$ cat src/rtl/alu_bit_serial_driver.sv
// Bit-serial initiator for an external combinational 1-bit ALU.
// Shifts a W-bit operand pair through LSB first and gathers F1..F4.
module alu_bit_serial_driver #(
  parameter int W = 4
) (
  input  logic         clk,
  input  logic         rst_n,
  input  logic         cmd_valid,
  output logic         cmd_ready,
  input  logic [W-1:0] cmd_a,
  input  logic [W-1:0] cmd_b,
  input  logic [1:0]   cmd_sel,
  output logic         alu_a,
  output logic         alu_b,
  output logic         alu_s1,
  output logic         alu_s0,
  input  logic         alu_f1,
  input  logic         alu_f2,
  input  logic         alu_f3,
  input  logic         alu_f4,
  output logic         res_valid,
  input  logic         res_ready,
  output logic [W-1:0] res_f1,
  output logic [W-1:0] res_f2,
  output logic [W-1:0] res_f3,
  output logic [W-1:0] res_f4,
  output logic         busy
);

  localparam int IW = (W > 1) ? $clog2(W) : 1;
  localparam logic [IW-1:0] LAST = IW'(W - 1);

  typedef enum logic [1:0] {
    IDLE,
    RUN,
    DONE
  } state_e;

  state_e        state_q, state_d;
  logic [IW-1:0] idx_q, idx_d;
  logic [W-1:0]  a_q, a_d;
  logic [W-1:0]  b_q, b_d;
  logic [1:0]    sel_q, sel_d;
  logic [W-1:0]  r1_q, r1_d;
  logic [W-1:0]  r2_q, r2_d;
  logic [W-1:0]  r3_q, r3_d;
  logic [W-1:0]  r4_q, r4_d;

  always_ff @(posedge clk) begin
    if (!rst_n) begin
      state_q <= IDLE;
      idx_q   <= '0;
      a_q     <= '0;
      b_q     <= '0;
      sel_q   <= '0;
      r1_q    <= '0;
      r2_q    <= '0;
      r3_q    <= '0;
      r4_q    <= '0;
    end else begin
      state_q <= state_d;
      idx_q   <= idx_d;
      a_q     <= a_d;
      b_q     <= b_d;
      sel_q   <= sel_d;
      r1_q    <= r1_d;
      r2_q    <= r2_d;
      r3_q    <= r3_d;
      r4_q    <= r4_d;
    end
  end

  always_comb begin
    state_d   = state_q;
    idx_d     = idx_q;
    a_d       = a_q;
    b_d       = b_q;
    sel_d     = sel_q;
    r1_d      = r1_q;
    r2_d      = r2_q;
    r3_d      = r3_q;
    r4_d      = r4_q;
    cmd_ready = 1'b0;
    res_valid = 1'b0;
    busy      = 1'b0;
    alu_a     = 1'b0;
    alu_b     = 1'b0;
    alu_s1    = 1'b0;
    alu_s0    = 1'b0;
    unique case (state_q)
      IDLE: begin
        cmd_ready = 1'b1;
        if (cmd_valid) begin
          a_d     = cmd_a;
          b_d     = cmd_b;
          sel_d   = cmd_sel;
          idx_d   = '0;
          state_d = RUN;
        end
      end
      RUN: begin
        busy   = 1'b1;
        alu_a  = a_q[idx_q];
        alu_b  = b_q[idx_q];
        alu_s1 = sel_q[1];
        alu_s0 = sel_q[0];
        r1_d[idx_q] = alu_f1;
        r2_d[idx_q] = alu_f2;
        r3_d[idx_q] = alu_f3;
        r4_d[idx_q] = alu_f4;
        // idx parks on the last bit rather than wrapping
        if (idx_q == LAST) begin
          state_d = DONE;
        end else begin
          idx_d = idx_q + 1'b1;
        end
      end
      DONE: begin
        busy      = 1'b1;
        res_valid = 1'b1;
        if (res_ready) begin
          state_d = IDLE;
        end
      end
      default: state_d = IDLE;
    endcase
  end

  assign res_f1 = r1_q;
  assign res_f2 = r2_q;
  assign res_f3 = r3_q;
  assign res_f4 = r4_q;

endmodule

$ cat config.mk
export PLATFORM = sky130hd
export DESIGN_NAME = alu_bit_serial_driver
export DESIGN_NICKNAME = d
export VERILOG_FILES = /design/src/rtl/alu_bit_serial_driver.sv
export SDC_FILE = /design/constraint.sdc
export NUM_CORES = 1
export LEC_CHECK = 0
export ABC_AREA = 1
export CORE_MARGIN = 2
export CORE_UTILIZATION = 40
export DETAILED_ROUTE_END_ITERATION = 8
export PLACE_DENSITY_LB_ADDON = 0.25
export SLEW_MARGIN = 25
export SYNTH_ARGS = -nofsm -noshare
export SYNTH_HDL_FRONTEND = slang
export SYNTH_SLANG_ARGS = --single-unit
$ cat constraint.sdc
create_clock -name clk -period 1.5 [get_ports clk]
set_input_delay 0.45 -clock clk [delete_from_list [all_inputs] [get_ports clk]]
set_output_delay 0.45 -clock clk [all_outputs]
set_load 0.005 [all_outputs]
# --- Word level (Yosys, flattened, before mapping) ---
# Index checks and enable logic that the tools add are counted.
word_totals:
  inputBits: 18
  out_inout_bits: 23
  register_bits: 30
op_classes:
  addsub: 1
  n_reduce_logical: 7
  eq_ne: 7
  n_mux: 24
  n_lt_le_gt_ge: 2
op_table:
  columns: ["op", "n"]
  rows:
  - ["bitwise mux 4 bit", 4]
  - ["2-to-1 mux 1 bit", 10]
  - ["2-to-1 mux 2 bit", 5]
  - ["!= test 2 bit (second input constant)", 4]
  - ["one-hot mux 2 bit (3 select lines)", 1]
  - ["AND reduction 3 bit", 2]
  - ["binary-select mux 1 bit (select 2 bit)", 2]
  - ["== test 2 bit (second input constant)", 2]
  - ["one-hot mux 2 bit (2 select lines)", 1]
  - ["< comparator 2 x 3 -> 1 bit (second input constant)", 1]
  - ["adder 2 x 1 -> 2 bit (second input constant)", 1]
  - ["demux 1 bit (select 2 bit)", 1]
  - ["== test 2 x 1 -> 1 bit (second input constant)", 1]
  - ["greater-or-equal comparator 2 x 1 -> 1 bit (second input constant)", 1]
  - ["logical NOT 2 bit", 1]
  - ["AND reduction 2 bit", 1]
  - ["nonzero test 2 bit", 1]
  - ["OR reduction 2 bit", 1]
  - ["logical AND 1 bit", 1]

# --- Longest topological paths before layout ---
# Gate-level depths: netlist of the first run.
depth:
  depth_word: 5
  ltp_mapped: 9
  ltp_nobuf: 8

# --- Worst setup path before layout of the first run ---
# No wires, ideal clock.
synth_path:
  path_kind: "reg-to-output"
  start: "register state_q[1]"
  end: "output port alu_a"
  t_required_ps: 1050
  path_stages_with_launch: 5
  setup_slack_ps: 231
  arrival_time_ps: 819
  path_buffers: 0
  cell_sequence: "dfxtp_1 inv_1 ha_1 inv_1 a21oi_1"
synth_via:
  elab_chain_len: 2
synth_rtl:
  columns: ["item", "line", "text"]
  rows:
  - ["start, declared", "39", "state_e state_q, state_d;"]
  - ["start signal, assigned", "61", "state_q <= state_d;"]
  - ["== test 2 x 1 -> 1 bit", "90", "unique case (state_q)"]
  - ["2-to-1 mux 1 bit", "90", null]
  - ["end, declared", "13", "output logic alu_a,"]
# No other way between the ends.

# --- Worst setup path in the final report of the first run ---
layout_path:
  start: "register state_q[0]"
  end: "output port alu_b"
layout_via:
  elab_chain_len: 2
layout_rtl:
  columns: ["item", "line", "text"]
  rows:
  - ["== test 2 x 1 -> 1 bit", "90", null]
  - ["2-to-1 mux 1 bit", "90", null]
  - ["end, declared", "14", "output logic alu_b,"]
# No other way between the ends.

==> summary.md, run 1 <==
| Metric | Value |
|---|---|
| Result of the run | `complete, but fails checks` |
| Violations in the final reports | `setup timing` |
| Clock net sink count | `30` |
| Initial Util | `41.23%` |
| Relative area change from synthesis to final layout | `54.08%` |
| IO Pins | `41` |
| Clock edge transition at the registers on the reported setup and hold paths | `about 0.090 ns` |
| Largest stage delay on the critical path | `around 0.37 ns` |
| Portion of total power attributed to sequential cells | `between 30% and 40%` |
| Cell-by-cell listing of the critical path | `buf_6, ha_4, inv_4, a21oi_2, buf_2` |
| Root buffer cell | `sky130_fd_sc_hd__clkbuf_4` |
| Overall overflow remaining after global route | `0` |
| CP Capture Type | `primary output` |
| Syn Nets | `217` |
| Placement row count | `21` |
| Launch point of the worst reg-to-reg path | `state_q[1]$_SDFFE_PN0P_` |
| Type of the worst setup path | `register to primary output` |
| Worst hold start | `res_f1[1]$_SDFFE_PN0P_` |
| First-pass DRT Iterations | `4` |
| Setup Viol. Count Final | `7` |
| Cell Count Post-Placement | `approximately 290` |
| Leakage power total | `between 1 and 1.5 nW` |
| Number of endpoints with negative hold slack in the final report | `0` |
| Bufs on Longest Clock Path | `2` |
| Mapped Cells | `190` |
| Top area cells in the synthesized netlist | `sky130_fd_sc_hd__dfxtp_1 (44%), sky130_fd_sc_hd__nor2_1 (18%), sky130_fd_sc_hd__o21ai_0 (10%), sky130_fd_sc_hd__ha_1 (8.2%), sky130_fd_sc_hd__nand2_1 (6.6%)` |
| Total global-route track usage | `~17%` |
| Net Sw Power | `0.001258 W` |
| Worst setup slack after layout | `-0.1497 ns` |
| Global-route wire length before repair | `between 5 and 6 mm` |
| Share of total power in combinational logic | `a little over half` |
| Combined buffer and inverter count along the critical path | `3` |
| Most instantiated cells after synthesis | `sky130_fd_sc_hd__nor2_1 (64), sky130_fd_sc_hd__dfxtp_1 (30), sky130_fd_sc_hd__o21ai_0 (28), sky130_fd_sc_hd__nand2_1 (24), sky130_fd_sc_hd__inv_1 (18)` |
| Via count normalized by instance count | `4.390` |
| Rel. slew slack | `89.10%` |
| Placer congestion estimate | `roughly 0.79` |
| Area of the core | `around 0.0033 mm2` |
| Unrepaired setup endpoints after global routing | `true` |
| Final Net Count | `between 200 and 300` |
| Maximum achievable frequency | `0.6062 GHz` |
| Final worst-path cycle share | `110.0%` |
| Die Area | `between 0.003 and 0.004 mm2` |
| Vertical die dimension | `62.42 um` |
| Largest net degree at the start of global routing | `31` |
| Leading register cell type out of synthesis | `sky130_fd_sc_hd__dfxtp_1` |
| Sequential area share after synthesis | `a little over two fifths` |
| CTS H-tree lvls | `2` |
| Number of max-cap violations | `0` |
| Count of final max-slew check failures | `0` |
| Flops & latches, synth | `30` |
| Number of synthesized flops with an enable pin | `0` |
| Worst Skew | `roughly 0.0086 ns` |
| Path category of the worst min-delay check | `register to register` |
| Worst VDD drop | `between 0.8 and 0.9 mV` |
| Cell family with the largest share of critical-path delay | `flip-flops` |
| Antenna diodes | `0` |
| Share of post-route cells with drive strength above 1 | `between 20% and 30%` |
| Fraction of post-synthesis cell area in the top cell type by area | `a little over two fifths` |
| Cell area after synthesis | `roughly 0.0014 mm2` |
| Total number of yosys warnings | `0` |
| Via Count | `~1300` |
| Count of different cell masters after synthesis | `15` |
| Fraction of the core area covered by cells at the end of the flow | `a little under two thirds` |
| Power per cell area | `1643 mW/mm2` |
| HPWL after detailed placement | `2.133 mm` |
| First element of the critical path | `state_q[0]$_SDFFE_PN0P_` |
| Most common cell in the netlist | `sky130_fd_sc_hd__nor2_1` |
| Number of inserted filler cells in the final layout | `around 310` |
| TritonCTS clock tree | `built` |
| Number of DRC violations after detailed-routing iteration 0 | `30` |
| Sum of routed wire length over all layers | `between 3 and 4 mm` |
| Min cycle time layout | `1.650 ns` |
| CTS buffer count | `5` |
| Internal Power | `about 0.0022 W` |
| Insertion delay to the later sink of the worst-skew pair | `roughly 0.32 ns` |
| Slowest-stage cell, CP | `sky130_fd_sc_hd__dfxtp_4` |
| Worst hold margin | `approximately 0.47 ns` |
| Top fanout value on the critical path | `4` |
| Element type at the critical path start | `register` |
| Number of global-route vias before repair | `roughly 1300` |
| FFs w/ async S/R, synth | `0%` |
| Clk pwr share | `14.3%` |
| Final Total Pwr | `roughly 0.0035 W` |
| Remaining DRCs | `0` |
| Quantity of I/O buffers inserted on ports | `40` |
| Pre-CTS WS | `-0.2518 ns` |
| Cell taking the most area after synthesis | `sky130_fd_sc_hd__dfxtp_1` |
| Critical Path AT | `between 1 and 1.5 ns` |
| Transition at the pin with the smallest max-transition slack | `roughly 0.16 ns` |
| Initial antenna violation count | `0` |
| Number of antenna-violating nets in the routed design | `0` |
| Post-Syn Area per Cell | `7.185 um2` |
| Non-filler cells in the finished layout | `300` |
| Chip Width | `approximately 62 um` |
| Hold-fix buffers at CTS | `0` |
| Switching share of total power | `36.40%` |
| CP Data Required Time | `1.05 ns` |
| Routed wire length per instance | `a little over 10 um` |
[metrics by stage]
stage | setup TNS (ns) | instance area [um2]
after CTS | -0.7447 | 2062
after global placement | -1.490 | 1903
after floorplan | 0 | 1365
final | -0.7138 | 2103
after global routing | -1.189 | 2103
after detailed placement | -1.788 | 1903
[repair_timing]
item	4_1_cts	5_1_grt
setup endpoints to repair	23	13
pin swaps	8	4
buffers inserted	5	2
gates resized for setup	89	8
[final timing paths]
kind                                  to  slack (ns)  cells past startpoint
setup / recovery                   alu_b       -0.15                      5
hold / removal    res_f1[1]$_SDFFE_PN0P_        0.47                      2
setup reg to reg     b_q[2]$_SDFFE_PN0P_        0.10                      8
hold reg to reg   res_f1[1]$_SDFFE_PN0P_        0.47                      2
[power groups by stage]
stage                     sequential, W  clock, W  combinational, W
after floorplan                 0.00111         0          0.000829
after global placement          0.00112         0           0.00148
after detailed placement        0.00113         0           0.00150
after CTS                       0.00114  0.000513           0.00169
after global routing            0.00117  0.000563           0.00204
final                           0.00114  0.000493           0.00182
[worst reg2reg max path, cell delays in order (launching register included)]
cell and delay [ns]:
sky130_fd_sc_hd__dfxtp_2 0.34, sky130_fd_sc_hd__inv_2 0.05, sky130_fd_sc_hd__buf_6 0.12, sky130_fd_sc_hd__ha_4 0.16, sky130_fd_sc_hd__buf_4 0.15, sky130_fd_sc_hd__nand2_4 0.12, sky130_fd_sc_hd__clkinvlp_4 0.18, sky130_fd_sc_hd__nor2_1 0.13
sky130_fd_sc_hd__nor2_1 0.05
[cell families (layout without fill, tap and decap cells)]
logic type / Yosys count / in the layout / synth area share [%]
AOI/OAI and AO/OA: 33 / 33 / 12.10
DFF: 30 / 30 / 44.00
adders and majority gates: 9 / 9 / 8.249
and+or+nand+nor: 93 / 93 / 26.21
buffers and inverters: 25 / 89 / 9.440
[sequential cells by signal (all words and copies together) (netlist names)]
name and cells:
a_q 4, b_q 4, idx_q 2, res_f1 4, res_f2 4, res_f3 4
res_f4 4, sel_q 2, state_q 2
[final cells by class]
cell class | instances | area (um2) | area share (%)
multi-input combinational | 135 | 708.2 | 33.67
timing repair buffer | 62 | 565.5 | 26.89
sequential | 30 | 629.4 | 29.92
tap | 46 | 57.56 | 2.736
inverter | 19 | 82.58 | 3.926
clock inverter | 1 | 5.005 | 0.2380
clock buffer | 7 | 55.05 | 2.617
[cell usage in the layout (no fill, tap or decap)]
master                            count
sky130_fd_sc_hd__nor2_1              64
sky130_fd_sc_hd__o21ai_0             25
sky130_fd_sc_hd__nand2_1             20
sky130_fd_sc_hd__dfxtp_2             17
sky130_fd_sc_hd__clkdlybuf4s50_1     17
sky130_fd_sc_hd__buf_4               17
sky130_fd_sc_hd__dlygate4sd2_1       16
sky130_fd_sc_hd__inv_1               13
sky130_fd_sc_hd__dfxtp_1             11
sky130_fd_sc_hd__buf_6                6
sky130_fd_sc_hd__nand2_2              5
sky130_fd_sc_hd__ha_1                 5
sky130_fd_sc_hd__clkbuf_4             5
sky130_fd_sc_hd__ha_4                 4
sky130_fd_sc_hd__buf_2                4
sky130_fd_sc_hd__inv_2                3
sky130_fd_sc_hd__o21ai_1              3
sky130_fd_sc_hd__nand3_1              3
sky130_fd_sc_hd__a21oi_1              3
sky130_fd_sc_hd__a21oi_2              2
sky130_fd_sc_hd__dfxtp_4              2
sky130_fd_sc_hd__buf_12               2
sky130_fd_sc_hd__inv_6                1
sky130_fd_sc_hd__inv_4                1
sky130_fd_sc_hd__nand2_4              1
sky130_fd_sc_hd__clkinvlp_4           1
sky130_fd_sc_hd__clkbuf_8             1
sky130_fd_sc_hd__clkinv_2             1
sky130_fd_sc_hd__clkbuf_1             1
[layer usage]
layer	track usage [%]	wire length [um]	up-vias	share of wire, %
met5	0	0	-	0
met4	4.722	32	0	1.0
met3	6.486	175	4	5.7
met2	28.36	1433	36	46
met1	19.39	1445	560	47
li1	-	-	717	-
Power figures use the tool's default switching activity.
==> run 2, diff against run 1 <==
- clock period: 1.5 -> 2.05 ns (I/O delays scaled with it)
==> run 2 against run 1 <==
  * The flow now finishes without violations
  * Routed wire length shrank 11%
  * Critical path depth shrank 1
  * First-iteration DRC count grew 13%
  * Non-clock buffer count shrank 17
  * Register-to-register slack gained 0.59 ns
  * Via count shrank 4.9%
  * Core utilization shrank 6.5 points
  * Critical path type unchanged
==> summary.md, run 2 (synthesis results as in run 1) <==
| Metric | Value |
|---|---|
| Result of the run | `completed` |
| Routed wire length per instance | `~9.7 um` |
| Final Total Pwr | `about 0.0022 W` |
| Element type at the critical path start | `register` |
| Placement row count | `21` |
| Launch point of the worst reg-to-reg path | `state_q[1]$_SDFFE_PN0P_` |
| Via count normalized by instance count | `4.424` |
| Path category of the worst min-delay check | `register to register` |
| Sum of routed wire length over all layers | `around 2.8 mm` |
| Non-filler cells in the finished layout | `between 200 and 300` |
| Vertical die dimension | `around 62 um` |
| Number of antenna-violating nets in the routed design | `0` |
| First element of the critical path | `state_q[1]$_SDFFE_PN0P_` |
| Chip Width | `between 60 and 70 um` |
| Type of the worst setup path | `register to primary output` |
| Leakage power total | `around 0.84 nW` |
| Worst hold start | `a_q[1]$_SDFFE_PN0P_` |
| Hold path cells | `2` |
| Maximum achievable frequency | `between 0.5 and 0.6 GHz` |
| Bufs on Longest Clock Path | `2` |
| Worst VDD drop | `between 0.6 and 0.7 mV` |
| Critical Path AT | `1.30 ns` |
| Overall overflow remaining after global route | `0` |
| Largest net degree at the start of global routing | `31` |
| Number of DRC violations after detailed-routing iteration 0 | `34` |
| Root buffer cell | `sky130_fd_sc_hd__clkbuf_4` |
| Worst reg-to-reg setup slack | `~0.7 ns` |
| Combined buffer and inverter count along the critical path | `3` |
| Min cycle time layout | `1.918 ns` |
| CTS buffer count | `5` |
| Global routing usage on met3 | `5.946%` |
| Rel. slew slack | `about 80%` |
| Global-route wire length before repair | `about 4.6 mm` |
| Initial antenna violation count | `0` |
| Power per cell area | `~1100 mW/mm2` |
| Clock edge transition at the registers on the reported setup and hold paths | `0.09 ns` |
| Relative area change from synthesis to final layout | `38.41%` |
| Met2 routing resource usage after global routing | `around a quarter` |
| Final sum of negative setup slack | `0 ns` |
| Cell-by-cell listing of the critical path | `inv_2, buf_6, ha_4, dlygate4sd2_1` |
| Insertion delay to the later sink of the worst-skew pair | `approximately 0.33 ns` |
| Die Area | `0.003896 mm2` |
| CP Data Required Time | `1.43 ns` |
| Worst Skew | `between 0.009 and 0.01 ns` |
| R2R cell count | `7` |
| Capture endpoint of the worst hold path | `a_q[1]$_SDFFE_PN0P_` |
| CP Capture Type | `primary output` |
| Top fanout value on the critical path | `4` |
| Reg-to-reg endpoint | `res_f1[0]$_SDFFE_PN0P_` |
| Most common cell after layout, fill and taps aside | `sky130_fd_sc_hd__nor2_1` |
| Remaining DRCs | `0` |
| Quantity of I/O buffers inserted on ports | `40` |
| Number of global-route vias before repair | `1066` |
| Number of endpoints with negative hold slack in the final report | `0` |
| CTS H-tree lvls | `2` |
| Number of max-cap violations | `0` |
| TritonCTS clock tree | `built` |
| Unrepaired setup endpoints after global routing | `false` |
| Layer with the highest usage | `met2` |
| Cell Count Post-Placement | `roughly 270` |
| Transition at the pin with the smallest max-transition slack | `0.2988 ns` |
| Largest stage delay on the critical path | `~0.34 ns` |
| Slowest-stage cell, CP | `sky130_fd_sc_hd__dfxtp_2` |
| Count of final max-slew check failures | `0` |
| Clock net sink count | `30` |
| Setup Viol. Count Final | `0` |
| Hold-fix buffers at CTS | `0` |
| Final Net Count | `263` |
| Total global-route track usage | `~15%` |
| Most frequent cells in the layout | `sky130_fd_sc_hd__nor2_1 (64), sky130_fd_sc_hd__clkdlybuf4s50_1 (33), sky130_fd_sc_hd__o21ai_0 (26), sky130_fd_sc_hd__dfxtp_1 (26), sky130_fd_sc_hd__nand2_1 (24)` |
| Placer congestion estimate | `about 0.78` |
| Fraction of the core area covered by cells at the end of the flow | `a little under three fifths` |
| HPWL after detailed placement | `between 2 and 2.5 mm` |
| Initial Util | `41.23%` |
| Number of inserted filler cells in the final layout | `approximately 350` |
| Antenna diodes | `0` |
| Final worst-path cycle share | `a little over 90%` |
| Number of logic stages on the critical path including buffering | `4` |
| IO Pins | `41` |
| Cell family with the largest share of critical-path delay | `buffers and inverters` |
| Via Count | `~1300` |
| Met1 track demand over resource in global routing | `17.97%` |
| Share of post-route cells with drive strength above 1 | `around 11%` |
| Area of the core | `between 0.003 and 0.004 mm2` |
| First-pass DRT Iterations | `4` |
[run 2: cell types whose count changed in the layout (fill, tap and decap cells not counted), sizes merged]
cell,previous run,this run
buf,29,5
inv,18,19
clkdlybuf4s50,17,33
clkbuf,7,8
dlygate4sd2,16,5
[run 2: where the power goes]
| group | switching, W | internal, W | leakage [nW] | total (W) |
|---|---|---|---|---|
| Sequential | 0.0000965 | 0.000737 | 0.247 | 0.000833 |
| Clock | 0.000208 | 0.000165 | 0.0343 | 0.000372 |
| Combinational | 0.000498 | 0.000462 | 0.557 | 0.000960 |
| Total | 0.000802 | 0.00136 | 0.839 | 0.00217 |
[run 2: worst min-delay path: cells and delay by family, from the launching register on]
kind / cells / cell delay, ns
DFF: 1 / 0.31
buffers and inverters: 1 / 0.06
AOI/OAI and AO/OA: 1 / 0.06
[run 2: worst max-delay path by stage]
stage                       end  slack [ns]
after global routing       busy        0.07
after CTS                 alu_b        0.05
after global placement    alu_b        0.12
after floorplan           alu_a        0.62
after detailed placement  alu_b        0.12
final                      busy        0.13
[run 2: per-layer routing]
layer  share of wire (%)  vias to the layer above  wire length, um
li1                    -                      684                -
met1                  47                      524             1297
met2                  44                       39             1220
met3                 6.7                        5              185
met4                 1.9                        0               53
met5                   0                        -                0
[run 2: layout make-up]
type	instances	area (um2)	share of cell area, %
Multi-Input combinational cell	135	660.6	34.97
Clock buffer	6	51.30	2.715
Clock inverter	2	12.51	0.6623
Timing Repair Buffer	45	425.4	22.52
Sequential cell	30	608.1	32.19
Tap cell	46	57.56	3.046
Inverter	19	73.82	3.907
[run 2: repair_timing]
item / 4_1_cts / 5_1_grt
setup endpoints to repair: 7 / 2
pin swaps: 0 / 1
gates resized for setup: 20 / 6
gates cloned: 0 / 0
endpoints found under the hold margin: 0 / 0
buffers inserted: 1 / 0
[run 2: metrics by stage]
step / cell area (um2) / setup slack, ns / hold slack, ns
finish: 1889 / 0.1317 / 0.4621
global route: 1889 / 0.06978 / 0.4717
CTS: 1897 / 0.05353 / 0.4622
detailed placement: 1795 / 0.1160 / 0.4477
global placement: 1795 / 0.1195 / 0.4459
floorplan: 1365 / 0.6156 / 0.4286
==> run 3, diff against run 2 <==
- CORE_UTILIZATION: 40 -> 49
==> run 3 against run 2 <==
  * Critical path depth did not move
  * Register-to-register slack got worse by 0.08 ns
  * Via count rose by 2.8%
  * Final cell count fell by 5.3%
  * Total power rose by 13%
  * Non-clock buffer count did not move
  * Clock skew rose by 0.0034 ns
  * Critical path type unchanged
  * Critical endpoint unchanged
  * Highest routed layer unchanged
==> summary.md, run 3 (synthesis results as in run 1) <==
| Metric | Value |
|---|---|
| Total global-route track usage | `20.83%` |
| Count of final max-slew check failures | `0` |
| TritonCTS clock tree | `built` |
| Hold path cells | `2` |
| Global-route wire length before repair | `5.112 mm` |
| Worst Skew | `0.01270 ns` |
| Top fanout value on the critical path | `4` |
| CTS H-tree lvls | `2` |
| Sequential cell area in the final layout | `between 600 and 700 um2` |
| Share of post-route cells with drive strength above 1 | `around 11%` |
| Final sum of negative setup slack | `0 ns` |
| Quantity of I/O buffers inserted on ports | `40` |
| Number of global-route vias before repair | `~1300` |
| Worst hold margin | `~0.46 ns` |
| Overall overflow remaining after global route | `0` |
| Number of max-cap violations | `0` |
| Met2 routing resource usage after global routing | `between 30% and 40%` |
| HPWL after detailed placement | `around 2.2 mm` |
| Routed wire length per instance | `~11 um` |
| Sum of routed wire length over all layers | `about 3.0 mm` |
| IO Pins | `41` |
| Insertion delay to the later sink of the worst-skew pair | `0.34 ns` |
| Die Area | `0.003224 mm2` |
| Area of placed instances | `about 0.0018 mm2` |
| Fraction of the core area covered by cells at the end of the flow | `between 70% and 80%` |
| Met1 track demand over resource in global routing | `a little over a fifth` |
| Placement row count | `19` |
| Final worst-path cycle share | `96.32%` |
| Chip Width | `roughly 57 um` |
| Antenna diodes | `0` |
| Hold-fix buffers at CTS | `0` |
| Min cycle time layout | `a little under 2 ns` |
| Worst VDD drop | `between 1 and 1.5 mV` |
| Result of the run | `completed` |
| Power per cell area | `1279 mW/mm2` |
| CTS buffer count | `5` |
| Root buffer cell | `sky130_fd_sc_hd__clkbuf_4` |
| Layer with the highest usage | `met2` |
| Largest net degree at the start of global routing | `31` |
| Via Count | `about 1300` |
| Placer congestion estimate | `0.8565` |
| Clock edge transition at the registers on the reported setup and hold paths | `about 0.080 ns` |
| Area of the core | `approximately 0.0027 mm2` |
| Final Total Pwr | `~0.0025 W` |
| Unrepaired setup endpoints after global routing | `false` |
| Design area | `roughly 0.0019 mm2` |
| Initial antenna violation count | `0` |
| R2R cell count | `6` |
| CP Data Required Time | `~1.4 ns` |
| Most common cell after layout, fill and taps aside | `sky130_fd_sc_hd__nor2_1` |
| Rel. slew slack | `approximately four fifths` |
| Remaining DRCs | `0` |
| Leakage power total | `between 0.8 and 0.9 nW` |
| Type of the worst setup path | `register to primary output` |
| Critical Path AT | `1.36 ns` |
| Most frequent cells in the layout | `sky130_fd_sc_hd__nor2_1 (64), sky130_fd_sc_hd__clkdlybuf4s50_1 (33), sky130_fd_sc_hd__o21ai_0 (27)` |
| Bufs on Longest Clock Path | `2` |
| Via count normalized by instance count | `a little under 5` |
| Number of DRC violations after detailed-routing iteration 0 | `30` |
| Number of inserted filler cells in the final layout | `231` |
| Initial Util | `50.37%` |
| First-pass DRT Iterations | `5` |
| Relative area change from synthesis to final layout | `40.42%` |
| Final Net Count | `about 260` |
| Maximum achievable frequency | `0.5064 GHz` |
| CP Capture Type | `primary output` |
| Element type at the critical path start | `register` |
| Transition at the pin with the smallest max-transition slack | `slightly above 0.3 ns` |
| Clock net sink count | `30` |
| Number of antenna-violating nets in the routed design | `0` |
| Footprint of the multi-input gates | `about 660 um2` |
| Path category of the worst min-delay check | `register to register` |
| Vertical die dimension | `roughly 57 um` |
| Global routing usage on met3 | `8.065%` |
| Setup Viol. Count Final | `0` |
| Number of endpoints with negative hold slack in the final report | `0` |
run 3: worst paths after layout:
kind              slack [ns]                endpoint               startpoint
setup reg to reg        0.61  res_f1[0]$_SDFFE_PN0P_  state_q[1]$_SDFFE_PN0P_
setup / recovery        0.08                    busy  state_q[1]$_SDFFE_PN0P_
hold / removal          0.46     a_q[1]$_SDFFE_PN0P_      a_q[1]$_SDFFE_PN0P_
hold reg to reg         0.46     a_q[1]$_SDFFE_PN0P_      a_q[1]$_SDFFE_PN0P_
run 3: cell type report:
cell class,instances,share of cell area (%)
clock buffers,6,2.676
clock inverters,2,3.133
inverters,19,3.851
multi-input cells,135,34.46
flip-flops and latches,30,31.85
well taps,31,2.023
repair buffers,45,22.00
run 3: what timing repair did:
item                                   CTS  global route
setup endpoints to repair                7             2
gates resized for setup                 20             5
buffers inserted                         2             0
pin swaps                                1             1
endpoints found under the hold margin    0             0
run 3: report_power, final:
part / internal, W / leakage [nW] / total [W] / switching, W
Clock: 0.000413 / 0.0585 / 0.000621 / 0.000208
Sequential: 0.000739 / 0.248 / 0.000842 / 0.000103
Combinational: 0.000464 / 0.556 / 0.000988 / 0.000524
run 3: metal layers:
metal	vias up	share of wire, %
met5	-	0
li1	678	-
met2	44	52
met4	0	2.0
met1	559	39
met3	6	7.1
run 3: critical path, stage by stage, from the launching register on:
cell and delay, ns:
sky130_fd_sc_hd__dfxtp_2 0.34, sky130_fd_sc_hd__inv_2 0.05, sky130_fd_sc_hd__buf_4 0.15, sky130_fd_sc_hd__ha_4 0.25
sky130_fd_sc_hd__dlygate4sd2_1 0.24
run 3: stage by stage:
stage | worst slack, ns | cells
floorplan | 0.6156 | 190
detailed placement | 0.03236 | 258
CTS | 0.009203 | 268
global placement | 0.1255 | 258
finish | 0.07543 | 268
global route | 0.006864 | 268
